File: config.mk
export PLATFORM = sky130hd
export DESIGN_NAME = ex_muldiv_flat
export DESIGN_NICKNAME = d
export VERILOG_FILES = /design/src/rtl/ex_muldiv_if.sv /design/src/rtl/ex_muldiv.sv /design/src/flat_wrapper.sv
export SDC_FILE = /design/constraint.sdc
export NUM_CORES = 1
export LEC_CHECK = 0
export CAP_MARGIN = 20
export CORE_ASPECT_RATIO = 1.2
export CORE_MARGIN = 2
export CORE_UTILIZATION = 40
export CTS_CLUSTER_DIAMETER = 120
export DETAILED_ROUTE_END_ITERATION = 6
export GPL_TIMING_DRIVEN = 0
export SYNTH_ARGS = -nofsm -noshare
export SYNTH_HDL_FRONTEND = slang
export SYNTH_SLANG_ARGS = --single-unit
File: constraint.sdc
create_clock -name clk -period 4.85 [get_ports clk]
set_input_delay 0.7275 -clock clk [delete_from_list [all_inputs] [get_ports clk]]
set_output_delay 0.7275 -clock clk [all_outputs]
set_load 0.01 [all_outputs]
File: src/rtl/ex_muldiv_if.sv
// Handshake bundle between EX and the multi-cycle multiply/divide unit.
// The master is the EX stage; the slave is ex_muldiv.
interface ex_muldiv_if #(
    parameter int WIDTH = 32
);
    logic                 start_i;
    logic [1:0]           op_i;
    logic [WIDTH-1:0]     opa_i;
    logic [WIDTH-1:0]     opb_i;
    logic                 annul_i;
    logic [2*WIDTH-1:0]   result_o;
    logic                 ready_o;
    logic                 busy_o;
    logic                 div_zero_o;
    logic                 stall_req_o;

    modport master (
        output start_i, op_i, opa_i, opb_i, annul_i,
        input  result_o, ready_o, busy_o, div_zero_o, stall_req_o
    );

    modport slave (
        input  start_i, op_i, opa_i, opb_i, annul_i,
        output result_o, ready_o, busy_o, div_zero_o, stall_req_o
    );
endinterface

File: src/rtl/ex_muldiv.sv
// Bit-serial 32x32 multiply (shift-add) and restoring divide for the EX stage.
// Operands are processed as magnitudes; signs are restored when the result is registered.
//
// state | meaning
// IDLE  | waiting for start_i
// DIV0  | divide by zero, report zero result for one cycle
// RUN   | one bit per cycle, WIDTH cycles
// DONE  | result_o valid, ready_o pulsed
module ex_muldiv #(
    parameter int WIDTH = 32
) (
    input logic        clk,
    input logic        rst,
    ex_muldiv_if.slave bus
);
    localparam int CW = $clog2(WIDTH);

    typedef enum logic [1:0] {S_IDLE, S_DIV0, S_RUN, S_DONE} state_e;

    state_e               state_q, state_d;
    logic [1:0]           op_q;
    logic [WIDTH-1:0]     opd_q;
    logic [2*WIDTH-1:0]   acc_q, acc_d;
    logic [2*WIDTH-1:0]   fixed;
    logic [2*WIDTH-1:0]   result_q;
    logic [CW-1:0]        cnt_q;
    logic                 neg_q, rem_neg_q, busy_q;

    logic                 start_ok, a_neg, b_neg, last;
    logic [WIDTH-1:0]     a_mag, b_mag;
    logic [WIDTH:0]       sum;
    logic [WIDTH+1:0]     trial;

    assign start_ok = bus.start_i && !bus.annul_i;
    assign a_neg    = bus.op_i[0] && bus.opa_i[WIDTH-1];
    assign b_neg    = bus.op_i[0] && bus.opb_i[WIDTH-1];
    assign a_mag    = a_neg ? -bus.opa_i : bus.opa_i;
    assign b_mag    = b_neg ? -bus.opb_i : bus.opb_i;
    assign last     = (cnt_q == CW'(WIDTH - 1));

    always_ff @(posedge clk) begin
        if (rst) state_q <= S_IDLE;
        else     state_q <= state_d;
    end

    always_comb begin
        state_d = state_q;
        case (state_q)
            S_IDLE: if (start_ok)
                        state_d = (bus.op_i[1] && bus.opb_i == '0) ? S_DIV0 : S_RUN;
            S_DIV0: state_d = S_IDLE;
            S_RUN:  if (bus.annul_i) state_d = S_IDLE;
                    else if (last)   state_d = S_DONE;
            S_DONE: state_d = S_IDLE;
            default: state_d = S_IDLE;
        endcase
    end

    always_comb begin
        bus.stall_req_o = (state_q == S_RUN) || (state_q == S_IDLE && start_ok);
        bus.ready_o     = (state_q == S_DONE) || (state_q == S_DIV0 && !bus.annul_i);
        bus.div_zero_o  = (state_q == S_DIV0) && !bus.annul_i;
        bus.result_o    = bus.div_zero_o ? '0 : result_q;
        bus.busy_o      = busy_q;
    end

    // Multiply keeps {hi, multiplier}; divide keeps {rem, quot}. opd_q is multiplicand or divisor.
    always_comb begin
        sum   = {1'b0, acc_q[2*WIDTH-1:WIDTH]} + {1'b0, opd_q};
        trial = {1'b0, acc_q[2*WIDTH-1:WIDTH-1]} - {2'b00, opd_q};
        acc_d = acc_q;
        if (op_q[1]) begin
            if (!trial[WIDTH+1]) acc_d = {trial[WIDTH-1:0], acc_q[WIDTH-2:0], 1'b1};
            else                 acc_d = {acc_q[2*WIDTH-2:0], 1'b0};
        end else begin
            if (acc_q[0]) acc_d = {sum, acc_q[WIDTH-1:1]};
            else          acc_d = {1'b0, acc_q[2*WIDTH-1:1]};
        end
    end

    always_comb begin
        fixed = acc_d;
        if (op_q == 2'b01 && neg_q) fixed = -acc_d;
        if (op_q == 2'b11) begin
            fixed[WIDTH-1:0]       = neg_q     ? -acc_d[WIDTH-1:0]       : acc_d[WIDTH-1:0];
            fixed[2*WIDTH-1:WIDTH] = rem_neg_q ? -acc_d[2*WIDTH-1:WIDTH] : acc_d[2*WIDTH-1:WIDTH];
        end
    end

    always_ff @(posedge clk) begin
        if (rst) begin
            op_q      <= '0;
            opd_q     <= '0;
            acc_q     <= '0;
            result_q  <= '0;
            cnt_q     <= '0;
            neg_q     <= 1'b0;
            rem_neg_q <= 1'b0;
            busy_q    <= 1'b0;
        end else begin
            busy_q <= (state_d != S_IDLE);
            case (state_q)
                S_IDLE: if (start_ok) begin
                    op_q      <= bus.op_i;
                    opd_q     <= bus.op_i[1] ? b_mag : a_mag;
                    acc_q     <= {{WIDTH{1'b0}}, bus.op_i[1] ? a_mag : b_mag};
                    cnt_q     <= '0;
                    neg_q     <= a_neg ^ b_neg;
                    rem_neg_q <= a_neg;
                end
                S_RUN: begin
                    acc_q <= acc_d;
                    cnt_q <= cnt_q + 1'b1;
                    if (last && !bus.annul_i) result_q <= fixed;
                end
                S_DIV0: if (!bus.annul_i) result_q <= '0;
                default: ;
            endcase
        end
    end
endmodule

File: src/flat_wrapper.sv
// flat-port wrapper written by rule: the top's interface ports become plain ports
module ex_muldiv_flat 
#(
    parameter int WIDTH = 32
)
  (clk, rst, bus_start_i, bus_op_i, bus_opa_i, bus_opb_i, bus_annul_i, bus_result_o, bus_ready_o, bus_busy_o, bus_div_zero_o, bus_stall_req_o);
  ex_muldiv_if #(.WIDTH(WIDTH)) bus_i ();
  input logic clk;
  input logic rst;
  input wire logic [$bits(bus_i.start_i)-1:0] bus_start_i;
  input wire logic [$bits(bus_i.op_i)-1:0] bus_op_i;
  input wire logic [$bits(bus_i.opa_i)-1:0] bus_opa_i;
  input wire logic [$bits(bus_i.opb_i)-1:0] bus_opb_i;
  input wire logic [$bits(bus_i.annul_i)-1:0] bus_annul_i;
  output wire logic [$bits(bus_i.result_o)-1:0] bus_result_o;
  output wire logic [$bits(bus_i.ready_o)-1:0] bus_ready_o;
  output wire logic [$bits(bus_i.busy_o)-1:0] bus_busy_o;
  output wire logic [$bits(bus_i.div_zero_o)-1:0] bus_div_zero_o;
  output wire logic [$bits(bus_i.stall_req_o)-1:0] bus_stall_req_o;
  assign bus_i.start_i = bus_start_i;
  assign bus_i.op_i = bus_op_i;
  assign bus_i.opa_i = bus_opa_i;
  assign bus_i.opb_i = bus_opb_i;
  assign bus_i.annul_i = bus_annul_i;
  assign bus_result_o = bus_i.result_o;
  assign bus_ready_o = bus_i.ready_o;
  assign bus_busy_o = bus_i.busy_o;
  assign bus_div_zero_o = bus_i.div_zero_o;
  assign bus_stall_req_o = bus_i.stall_req_o;
  ex_muldiv #(.WIDTH(WIDTH)) u_core (.clk(clk), .rst(rst), .bus(bus_i));
endmodule
==> impl_metrics.csv <==
group,metric,value,unit
status,status,"complete, but fails checks",
status,failed_checks,"DRC",
synth,avgSynthCellArea,7.066,um2
place,dpl_worst_slack,-2.430,ns
timing,fin_tns_setup,0,ns
power_and_ir_drop,share_seq_of_total_power,33.8,%
critical_path,r2r_setup_slack,0.08,ns
synth,post-synth-top-area-cell,"sky130_fd_sc_hd__dfxtp_1",
power_and_ir_drop,combinationalPowerShare,36.5,%
route,initialDrtViolationCount,1715,
final_layout,layout-drive-gt1-share,8.725,%
clocking,cts_tree,"done",
place,place_congestion,1.021,
power_and_ir_drop,leakage,7.224,nW
floorplanning,floorplan.rows,79,
clocking,numClockSinks,172,
critical_path,crit_chain,"buf_6 -> buf_6 -> clkbuf_8 -> buf_4 -> buf_6 -> buf_4 -> buf_4 -> buf_6 -> buf_6 -> o21ai_4 -> ha_4 -> nand2_1 -> nor2_2 -> and4_4 -> nor2b_4 -> nor3_2 -> and2b_2 -> nand2_4 -> or4_4 -> o41ai_4 -> xnor2_2 -> a211oi_2",
floorplanning,core-area,38750,um2
synth,synthDistinctLibCells,87,
route,via_per_inst,6.123,
critical_path,crit_required,5.18,ns
timing,finalWorstSetupSlack,0.08144,ns
clocking,clk-insertion-delay-late,0.47,ns
place,post_dp_cell_area,17730,um2
route,detail_route.drc_violations,6,
critical_path,timing.rr.start,"u_core.op_q[1]$_SDFFE_PP0P_",
synth,synthArstFlopShare,0,%
critical_path,setup.worst_path.start_class,"flop",
critical_path,critical_path.most_common_cell,"sky130_fd_sc_hd__buf_6",
floorplanning,fp.dieH,220.9,um
floorplanning,die_area,40820,um2
critical_path,cpLargestDelayFamily,"buffers and inverters",
timing,fin_crit,4.769,ns
clocking,clock_tree.htree_level_count,4,
critical_path,path_depth,22,
timing,setup_viol,0,
timing,remaining_max_slew_budget_at_the_tightest_pin,30.73,%
grt,grt_pass1_wl,104500,um
clocking,cts_max_path_buffers,2,
place,port_bufs,136,
critical_path,critPathSlowestCell,"sky130_fd_sc_hd__or4_4",
timing,fmax,0.2097,GHz
final_layout,storage_element_area,3497,um2
clocking,clk_root_buffer_cell,"sky130_fd_sc_hd__clkbuf_16",
timing,timing.hold.ws,0.4848,ns
power_and_ir_drop,power_frac_clock,29.7,%
route,detail_route.wirelength,70460,um
final_layout,layout_area_overhead,20.83,%
synth,synth.area.top_cells,"sky130_fd_sc_hd__dfxtp_1 (22%), sky130_fd_sc_hd__nor2_1 (8.1%), sky130_fd_sc_hd__a21oi_1 (6.9%)",
synth,synth.ff_latch_count,172,
timing,grt_setup_unrepaired,"yes",
final_layout,fin_nets,2537,
timing,timing_hold_violations_final,0,
grt,track_usage,33.96,%
clocking,clk_pin_slew,0.07,ns
run,drv_cap,0,
critical_path,worst_setup_path_end_kind,"flop",
synth,post_synth_instance_area,15690,um2
critical_path,critical_path.max_stage_delay,0.50,ns
critical_path,reg2reg_to,"u_core.result_q[52]$_SDFFE_PP0P_",
place,hpwlAfterDp,57140,um
synth,yosysSeqAreaShare,21.95,%
synth,nets_in_the_synthesized_netlist,2362,
route,postRouteAntennaNets,0,
critical_path,timing.critical_path.to,"u_core.result_q[52]$_SDFFE_PP0P_",
grt,grt_start_max_net_pins,17,
critical_path,reg2reg_depth,22,
grt,grt_antenna_before_repair,1,
critical_path,worstPathBufferInverterCount,9,
min_path,worstHoldPathType,"reg2reg",
route,detailedRoute.firstPassIterationCount,7,
final_layout,postLayoutCellArea,18950,um2
grt,first_global_vias,17229,
synth,top_ff_cell_synth,"sky130_fd_sc_hd__dfxtp_1",
floorplanning,io_pins,138,
route,route.vias.total,17958,
clocking,post_cts_hold_fix_bufs,0,
power_and_ir_drop,vdd_ir_drop_max,0.2589,mV
critical_path,cp.arrival,5.10,ns
critical_path,path_max_fanout,10,
power_and_ir_drop,p_int,2.698,mW
synth,ys.warnings.count,0,
route,drt-wirelength-per-cell,24.02,um
final_layout,nFillCells,3963,
power_and_ir_drop,power-per-cell-area,236.6,nW/um2
synth,number_of_instances_in_the_synthesized_netlist,2220,
power_and_ir_drop,switching_share,39.83,%
floorplanning,dieWidth,184.8,um
timing,timing_worst_slew_pin_value,1.039,ns
synth,synth_edf_count,0,
power_and_ir_drop,power_spent_charging_and_discharging_nets,1.786,mW
timing,report.final.slew_viol_count,0,
synth,synth_top_cell_area_share,21.95,%
grt,globalRouteOverflowTotal,0,
critical_path,worstSetupPathType,"reg2reg",
critical_path,crit_start,"u_core.op_q[1]$_SDFFE_PP0P_",
final_layout,multi_input_comb_area,11800,um2
clocking,cts_buffers,17,
floorplanning,floorplan.initialDensity,40.48,%
timing,period_share,98.32,%
final_layout,antenna_cells,0,
timing,clock-skew-final,0.01500,ns
-- worst register-to-register path: cells and delay by family (launching register included) --
kind	cells	cell delay (ns)
flops	1	0.39
compound gates	3	0.57
fa+ha+maj	1	0.19
xor+xnor	1	0.16
buf+inv	9	1.79
simple gates	8	1.53
-- worst min-delay path by stage --
| stage | start | endpoint | slack [ns] | depth (start not counted) |
|---|---|---|---|---|
| 3_5_place_dp | u_core.cnt_q[4]$_SDFFE_PP0P_ | u_core.cnt_q[4]$_SDFFE_PP0P_ | 0.47 | 2 |
| 3_3_place_gp | u_core.cnt_q[4]$_SDFFE_PP0P_ | u_core.cnt_q[4]$_SDFFE_PP0P_ | 0.46 | 2 |
| 2_1_floorplan | u_core.result_q[3]$_SDFFE_PP0P_ | u_core.result_q[3]$_SDFFE_PP0P_ | 0.45 | 2 |
| 6_report | u_core.cnt_q[4]$_SDFFE_PP0P_ | u_core.cnt_q[4]$_SDFFE_PP0P_ | 0.48 | 2 |
| 5_1_grt | u_core.opd_q[2]$_SDFFE_PP0P_ | u_core.opd_q[2]$_SDFFE_PP0P_ | 0.50 | 2 |
| 4_1_cts | u_core.cnt_q[4]$_SDFFE_PP0P_ | u_core.cnt_q[4]$_SDFFE_PP0P_ | 0.48 | 2 |
-- cells in the mapped netlist, types with 22 or more instances --
cell type                  number
sky130_fd_sc_hd__nor2_1       338
sky130_fd_sc_hd__a21oi_1      216
sky130_fd_sc_hd__nand2_1      204
sky130_fd_sc_hd__dfxtp_1      172
sky130_fd_sc_hd__clkbuf_1     112
sky130_fd_sc_hd__o21ai_0       94
sky130_fd_sc_hd__xnor2_1       79
sky130_fd_sc_hd__nor2b_1       78
sky130_fd_sc_hd__ha_1          70
sky130_fd_sc_hd__xor2_1        67
sky130_fd_sc_hd__inv_1         65
sky130_fd_sc_hd__a211oi_1      64
sky130_fd_sc_hd__nor3_1        53
sky130_fd_sc_hd__a21o_1        42
sky130_fd_sc_hd__a22oi_1       40
sky130_fd_sc_hd__nand3_1       35
sky130_fd_sc_hd__mux2i_1       32
sky130_fd_sc_hd__o211ai_1      32
sky130_fd_sc_hd__a31oi_1       28
sky130_fd_sc_hd__or3_1         28
sky130_fd_sc_hd__a221oi_1      25
sky130_fd_sc_hd__nand4_1       23
sky130_fd_sc_hd__and3_1        22
-- placed cells by master, fill, tap and decap left out, drive strengths merged, types with 11 or more instances in the layout --
| master | n |
|---|---|
| mux2i | 32 |
| o31ai | 16 |
| ha | 70 |
| o21ai | 100 |
| o21a | 16 |
| a21oi | 217 |
| nor2 | 338 |
| nand2b | 18 |
| and3 | 22 |
| nand3 | 35 |
| nor4 | 19 |
| mux2 | 13 |
| and2 | 18 |
| or4 | 11 |
| a211oi | 65 |
| nor2b | 78 |
| or3 | 28 |
| a21o | 42 |
| buf | 56 |
| xnor2 | 79 |
| nor3 | 53 |
| xor2 | 67 |
| clkdlybuf4s50 | 136 |
| nand2 | 205 |
| inv | 71 |
| a221oi | 25 |
| a31oi | 28 |
| clkbuf | 129 |
| a22oi | 40 |
| nand4 | 25 |
| dfxtp | 172 |
| o211ai | 32 |
-- power groups by stage --
stage	Clock (mW)	Sequential [mW]	Combinational (mW)
finish	1.33	1.51	1.64
global route	1.39	1.52	1.74
CTS	1.34	1.51	1.57
detailed placement	0	1.54	1.48
global placement	0	1.54	1.48
floorplan	0	1.51	0.970
-- stage by stage --
step                      util (%)  instances  total power [mW]
final                        48.92       2933             4.485
after global routing         48.92       2933             4.649
after CTS                    48.42       2931             4.419
after detailed placement     45.76       2886             3.029
after global placement       45.70       2882             3.020
after floorplan                  -       2220             2.484
-- area by class of cell --
class	count	share of cell area [%]
Buffer	145	3.551
Clock inverter	12	0.5479
Multi-Input combinational cell	1834	62.27
Tap cell	526	3.472
Timing Repair Buffer	158	8.040
Sequential cell	172	18.45
Clock buffer	19	2.337
Inverter	67	1.327
-- timing repair --
action,4_1_cts,5_1_grt
setup endpoints to repair,83,17
gates resized for setup,112,40
pin swaps,13,5
setup buffers,15,3
-- cells by family after synthesis --
group | count (synthesis) | share of synthesized area [%]
and+or+nand+nor | 882 | 26.58
AOI/OAI and AO/OA | 689 | 29.10
buffers and inverters | 214 | 5.408
DFF | 172 | 21.95
xor gates and xnor gates | 146 | 8.152
adders and majority gates | 72 | 5.839
muxes | 45 | 2.975
-- routing by layer --
layer  up-vias  GRT usage [%]  routed length (um)
li1       8360              -                   -
met1      8638          39.40               27700
met2       743          58.67               33850
met3       217          3.670                3713
met4         0          22.17                5198
met5         -              0                   0
-- registers in the layout, summed over array words and instances (netlist names) --
signal	count
u_core.op_q	2
u_core.result_q	64
u_core.acc_q	64
u_core.state_q	2
u_core.rem_neg_q	1
u_core.bus.busy_o	1
u_core.cnt_q	5
u_core.opd_q	32
u_core.neg_q	1
(Power assumes the default switching activity.)
==> patch 1 (same settings) <==
Encoding of `state_e`: now one-hot (4 bits for 4 states).
--- a/src/rtl/ex_muldiv.sv
+++ b/src/rtl/ex_muldiv.sv
@@ -15,7 +15,7 @@
 );
     localparam int CW = $clog2(WIDTH);
 
-    typedef enum logic [1:0] {S_IDLE, S_DIV0, S_RUN, S_DONE} state_e;
+    typedef enum logic [3:0] {S_IDLE = 4'b0001, S_DIV0 = 4'b0010, S_RUN = 4'b0100, S_DONE = 4'b1000} state_e;
 
     state_e               state_q, state_d;
     logic [1:0]           op_q;
Formal check against the unedited RTL: no difference found for any inputs over 10 cycles, from zero or initial values and one cycle with rst high; not proved beyond that.
==> patch 1 against the original RTL <==
Critical endpoint unchanged. Maximum frequency up 1.5%. Total power fell by 7.1%. Routed wire length decreased by 8.3%. Sequential cell count up 2. Synthesized area fell by 0.79%. Final area down 1.4%. Non-clock buffer count shrank 7. Setup slack better by 69 ps. Count of clock-buffer cells in the layout is 1 lower. Final cell count down 2.4%. Via count shrank 2.3%. Clock power rose by 4%.
==> patch 1: results <==
export IMPL_status="complete, no violations"
export IMPL_p_leak_uw=0.00686
export IMPL_synth_net_count=2331
export IMPL_synth_common_cells="nor2_1, nand2_1, a21oi_1"
export IMPL_grt_max_degree=20
export IMPL_antenna_found_initial=0
export IMPL_n_clock_buffer=18
export IMPL_dieArea_um2=40500
export IMPL_clkTransAtPathRegs_ps=70
export IMPL_slew_headroom_pct=35.1
export IMPL_nets=2505
export IMPL_pre_cts_ws_ps=-2160
export IMPL_place_area_um2=17500
export IMPL_seq_area_share_pct=18.9
export IMPL_place_inst=2812
export IMPL_synth_top_cells_by_area="dfxtp_1, nor2_1, a21oi_1, ha_1, nand2_1"
export IMPL_hp_class="flip-flop to flip-flop"
export IMPL_muxShareOfSynthArea_pct=3.68
export IMPL_met3_usage_pct=3.27
export IMPL_yosysSeqAreaShare_pct=22.4
export IMPL_routed_wl_um=64600
export IMPL_arrival_ps=5030
export IMPL_nonClkBufAreaFrac_pct=11.5
export IMPL_num_multi_input_gates=1815
export IMPL_layout_drive_gt1_share_pct=9.89
export IMPL_clock_area_share_pct=3.11
export IMPL_fill_cells=3927
export IMPL_met1_usage_pct=36.8
export IMPL_met2_usage_pct=55.4
export IMPL_via_per_inst=6.13
export IMPL_hpwlAfterDp_um=52300
export IMPL_grt_pass1_vias=17000
export IMPL_synth_adder_area_share_pct=5.89
export IMPL_cts_root_buf="clkbuf_16"
export IMPL_synthDistinctLibCells=99
export IMPL_cpPeakStageDelay_ps=620
export IMPL_grt_pass1_wl_um=97700
export IMPL_vias=17500
export IMPL_crit_path_top_delay_cell="clkbuf_1"
export IMPL_num_nonclk_buffers=296
export IMPL_synth_compound_area_share_pct=28.8
export IMPL_synth_area_per_cell_um2=7.11
export IMPL_inverters=59
export IMPL_portBuffers=134
export IMPL_max_vdd_ir_drop_v=0.000261
export IMPL_seq_cell_count=174
export IMPL_drt_iter0_drc=1669
export IMPL_fin_skew_ps=13.6
export IMPL_gp_congestion=1.00
export IMPL_top_regs="u_core.acc_q (64), u_core.result_q (64), u_core.opd_q (32)"
export IMPL_final_area_um2=18700
export IMPL_grt_use_total_pct=31.5
export IMPL_p_int_uw=2630
export IMPL_multi_input_area_share_pct=62.1
export IMPL_synthXorXnorAreaFrac_pct=8.22
[patch 1: cell count changes in the layout (fill, tap and decap cells not counted), sizes merged, moves of 10 or more]
cell / change
a211oi: -19
a21o: -22
a221oi: -10
and2: +61
nand2: +23
nor2: -28
nor2b: -66
o21ai: +32
[patch 1: kinds of logic after synthesis]
logic type      after synthesis
mux                          55
simple gates                852
buf+inv                     200
xor+xnor                    146
flops                       174
fa+ha+maj                    72
compound gates              690
[patch 1: timing repair]
item / in CTS / in global routing
gates resized for setup: 83 / 52
setup endpoints to repair: 54 / 22
setup buffers: 12 / 12
hold buffers: 0 / 0
cloned: 0 / 0
pin swaps: 10 / 18
[patch 1: power groups by stage]
| stage | clock network [uW] | logic [uW] | registers (uW) |
|---|---|---|---|
| 2_1_floorplan | 0 | 785 | 1520 |
| 3_3_place_gp | 0 | 1160 | 1540 |
| 3_5_place_dp | 0 | 1170 | 1540 |
| 4_1_cts | 1390 | 1220 | 1510 |
| 5_1_grt | 1450 | 1380 | 1510 |
| 6_report | 1380 | 1280 | 1510 |
[patch 1: final timing paths]
kind                       start             endpoint  slack [ps]  cells past startpoint
max               u_core.op_q[1]  u_core.result_q[52]         150                     15
min          u_core.result_q[59]  u_core.result_q[59]         450                      2
min reg2reg  u_core.result_q[59]  u_core.result_q[59]         450                      2
max reg2reg       u_core.op_q[1]  u_core.result_q[52]         150                     15
[patch 1: routing by layer]
layer  part of all wire, %  up-vias
met1                    40     8345
met2                    49      722
met3                   5.0      195
met4                   6.2        0
met5                     0        -
li1                      -     8284
[patch 1: critical path, delay by kind of cell (launching register included)]
kind                     cells  cell delay, ps
AND/OR/NAND/NOR              4            1220
flip-flops                   1             330
buffers and inverters        5            1860
adder cells (fa/ha/maj)      1             220
XOR/XNOR                     1             200
AO/OA/AOI/OAI                4             710
==> patch 2 (same flow settings) <==
Made on the original files. `WIDTH` is set to 32 in 3 places; all go to 16.
--- a/src/rtl/ex_muldiv_if.sv
+++ b/src/rtl/ex_muldiv_if.sv
@@ -1,7 +1,7 @@
 // Handshake bundle between EX and the multi-cycle multiply/divide unit.
 // The master is the EX stage; the slave is ex_muldiv.
 interface ex_muldiv_if #(
-    parameter int WIDTH = 32
+    parameter int WIDTH = 16
 );
     logic                 start_i;
     logic [1:0]           op_i;
--- a/src/rtl/ex_muldiv.sv
+++ b/src/rtl/ex_muldiv.sv
@@ -7,7 +7,7 @@
 // RUN   | one bit per cycle, WIDTH cycles
 // DONE  | result_o valid, ready_o pulsed
 module ex_muldiv #(
-    parameter int WIDTH = 32
+    parameter int WIDTH = 16
 ) (
     input logic        clk,
     input logic        rst,
--- a/src/flat_wrapper.sv
+++ b/src/flat_wrapper.sv
@@ -1,7 +1,7 @@
 // flat-port wrapper written by rule: the top's interface ports become plain ports
 module ex_muldiv_flat 
 #(
-    parameter int WIDTH = 32
+    parameter int WIDTH = 16
 )
   (clk, rst, bus_start_i, bus_op_i, bus_opa_i, bus_opb_i, bus_annul_i, bus_result_o, bus_ready_o, bus_busy_o, bus_div_zero_o, bus_stall_req_o);
   ex_muldiv_if #(.WIDTH(WIDTH)) bus_i ();
Interface: changed (resized bus_opa_i, bus_opb_i and bus_result_o); port bits go from 138 to 74. No check against the original RTL was run, so the function may have changed too.
==> patch 2 against the original RTL <==
Combinational power down 61%. Die area fell by 50%. Worst hold slack lost 40 ps. Final cell count decreased by 53%. Non-clock buffer count shrank 175. Total power fell by 52%. Final area shrank 52%. Sequential cell count shrank 81. Synthesized area shrank 51%. Routed wire length decreased by 64%. Setup slack improved by 300 ps.
==> patch 2: results <==
export IMPL_grt_use_total_pct=25.3
export IMPL_gp_congestion=0.971
export IMPL_synth_compound_area_share_pct=28.9
export IMPL_synth_top_cells_by_area="dfxtp_1, nor2_1, ha_1, nand2_1, a21oi_1"
export IMPL_muxShareOfSynthArea_pct=3.32
export IMPL_yosysSeqAreaShare_pct=23.7
export IMPL_place_inst=1363
export IMPL_diodes=0
export IMPL_pre_cts_ws_ps=14.2
export IMPL_htree_levels=3
export IMPL_fin_skew_ps=11.8
export IMPL_tightest_slew_ps=1010
export IMPL_synth_common_cells="nor2_1, nand2_1, dfxtp_1"
export IMPL_crit_fanout=10
export IMPL_cts_buffer_depth=2
export IMPL_rr_startpoint="u_core.op_q[1]"
export IMPL_portBuffers=70
export IMPL_hpwlAfterDp_um=20600
export IMPL_layout_drive_gt1_share_pct=4.80
export IMPL_drt_iter0_drc=532
export IMPL_grt_max_degree=17
export IMPL_max_vdd_ir_drop_v=0.000207
export IMPL_drc=0
export IMPL_synth_top_family_by_area="compound AO/OA/AOI/OAI gates"
export IMPL_nets=1197
export IMPL_top_regs="u_core.acc_q (32), u_core.result_q (32), u_core.opd_q (16)"
export IMPL_crit_type="flip-flop to flip-flop"
export IMPL_powerDensity_nw_per_um2=237
export IMPL_clock_power_share_pct=32.9
export IMPL_status="complete, no violations"
export IMPL_antenna_found_initial=0
export IMPL_async_flop_share_pct=0
export IMPL_dr_pass1_iters=5
export IMPL_synth_adder_area_share_pct=6.54
export IMPL_cts_root_buf="clkbuf_16"
export IMPL_synth_ff_type="dfxtp_1"
export IMPL_grt_pass1_wl_um=40000
export IMPL_syn_inst=1037
export IMPL_hp_start="u_core.result_q[25]"
export IMPL_clkTransAtPathRegs_ps=70
export IMPL_yosys_warnings=0
export IMPL_routed_wl_um=25600
export IMPL_synthDistinctLibCells=76
export IMPL_synth_net_count=1114
export IMPL_hp_class="flip-flop to flip-flop"
export IMPL_worstSkewPairLatency_ps=350
export IMPL_switching_power_uw=749
export IMPL_vias=7942
export IMPL_via_per_inst=5.75
export IMPL_p_leak_uw=0.00336
export IMPL_grt_pass1_vias=7533
export IMPL_synthXorXnorAreaFrac_pct=8.31
export IMPL_cts_buffers=9
export IMPL_seq_power_uw=797
-- patch 2: worst paths after layout --
path / end / slack [ps] / cells after the start
worst max-delay path: u_core.result_q[22] / 380 / 16
worst min-delay path: u_core.result_q[25] / 440 / 2
worst max register to register: u_core.result_q[22] / 380 / 16
worst min register to register: u_core.result_q[25] / 440 / 2
-- patch 2: worst max-delay path, stage by stage (launching register included) --
cell and delay, ps:
dfxtp_1 310, clkbuf_1 420, clkbuf_1 570, buf_1 560
nor2_1 80, a21oi_1 440, inv_1 190, ha_1 240
o21ai_0 160, nor2_1 70, nand2_1 120, nor4_2 70
nor2b_1 150, a311o_2 450, a41oi_1 270, xnor2_1 160
o21ai_0 90
-- patch 2: final cells by class --
class	count	area, um2
Inverter	37	139
Clock buffer	11	253
Clock inverter	5	42.5
Buffer	56	228
Timing Repair Buffer	72	713
Sequential cell	91	1820
Fill cell	2036	9830
Multi-Input combinational cell	853	5510
Tap cell	256	320
-- patch 2: per-stage QoR --
step / setup TNS [ps] / cell area [um2] / hold slack [ps] / util, %
final: 0 / 9030 / 445 / 47.9
after global routing: 0 / 9030 / 470 / 47.9
after CTS: 0 / 9020 / 450 / 47.8
after floorplan: 0 / 7690 / 417 / -
after global placement: -16.3 / 8710 / 430 / 46.2
after detailed placement: 0 / 8710 / 438 / 46.2
-- patch 2: routing by layer --
| metal | part of all wire, % | GRT usage, % | vias up |
|---|---|---|---|
| met2 | 49 | 43.6 | 250 |
| li1 | - | - | 3931 |
| met4 | 4.2 | 12.0 | 0 |
| met3 | 3.7 | 2.16 | 64 |
| met1 | 43 | 31.7 | 3697 |
| met5 | 0 | 0 | - |
-- patch 2: repair_timing --
action / in CTS / in global routing
resized for setup: 0 / 2
setup endpoints to repair: 1 / 1
buffers inserted: 1 / 0
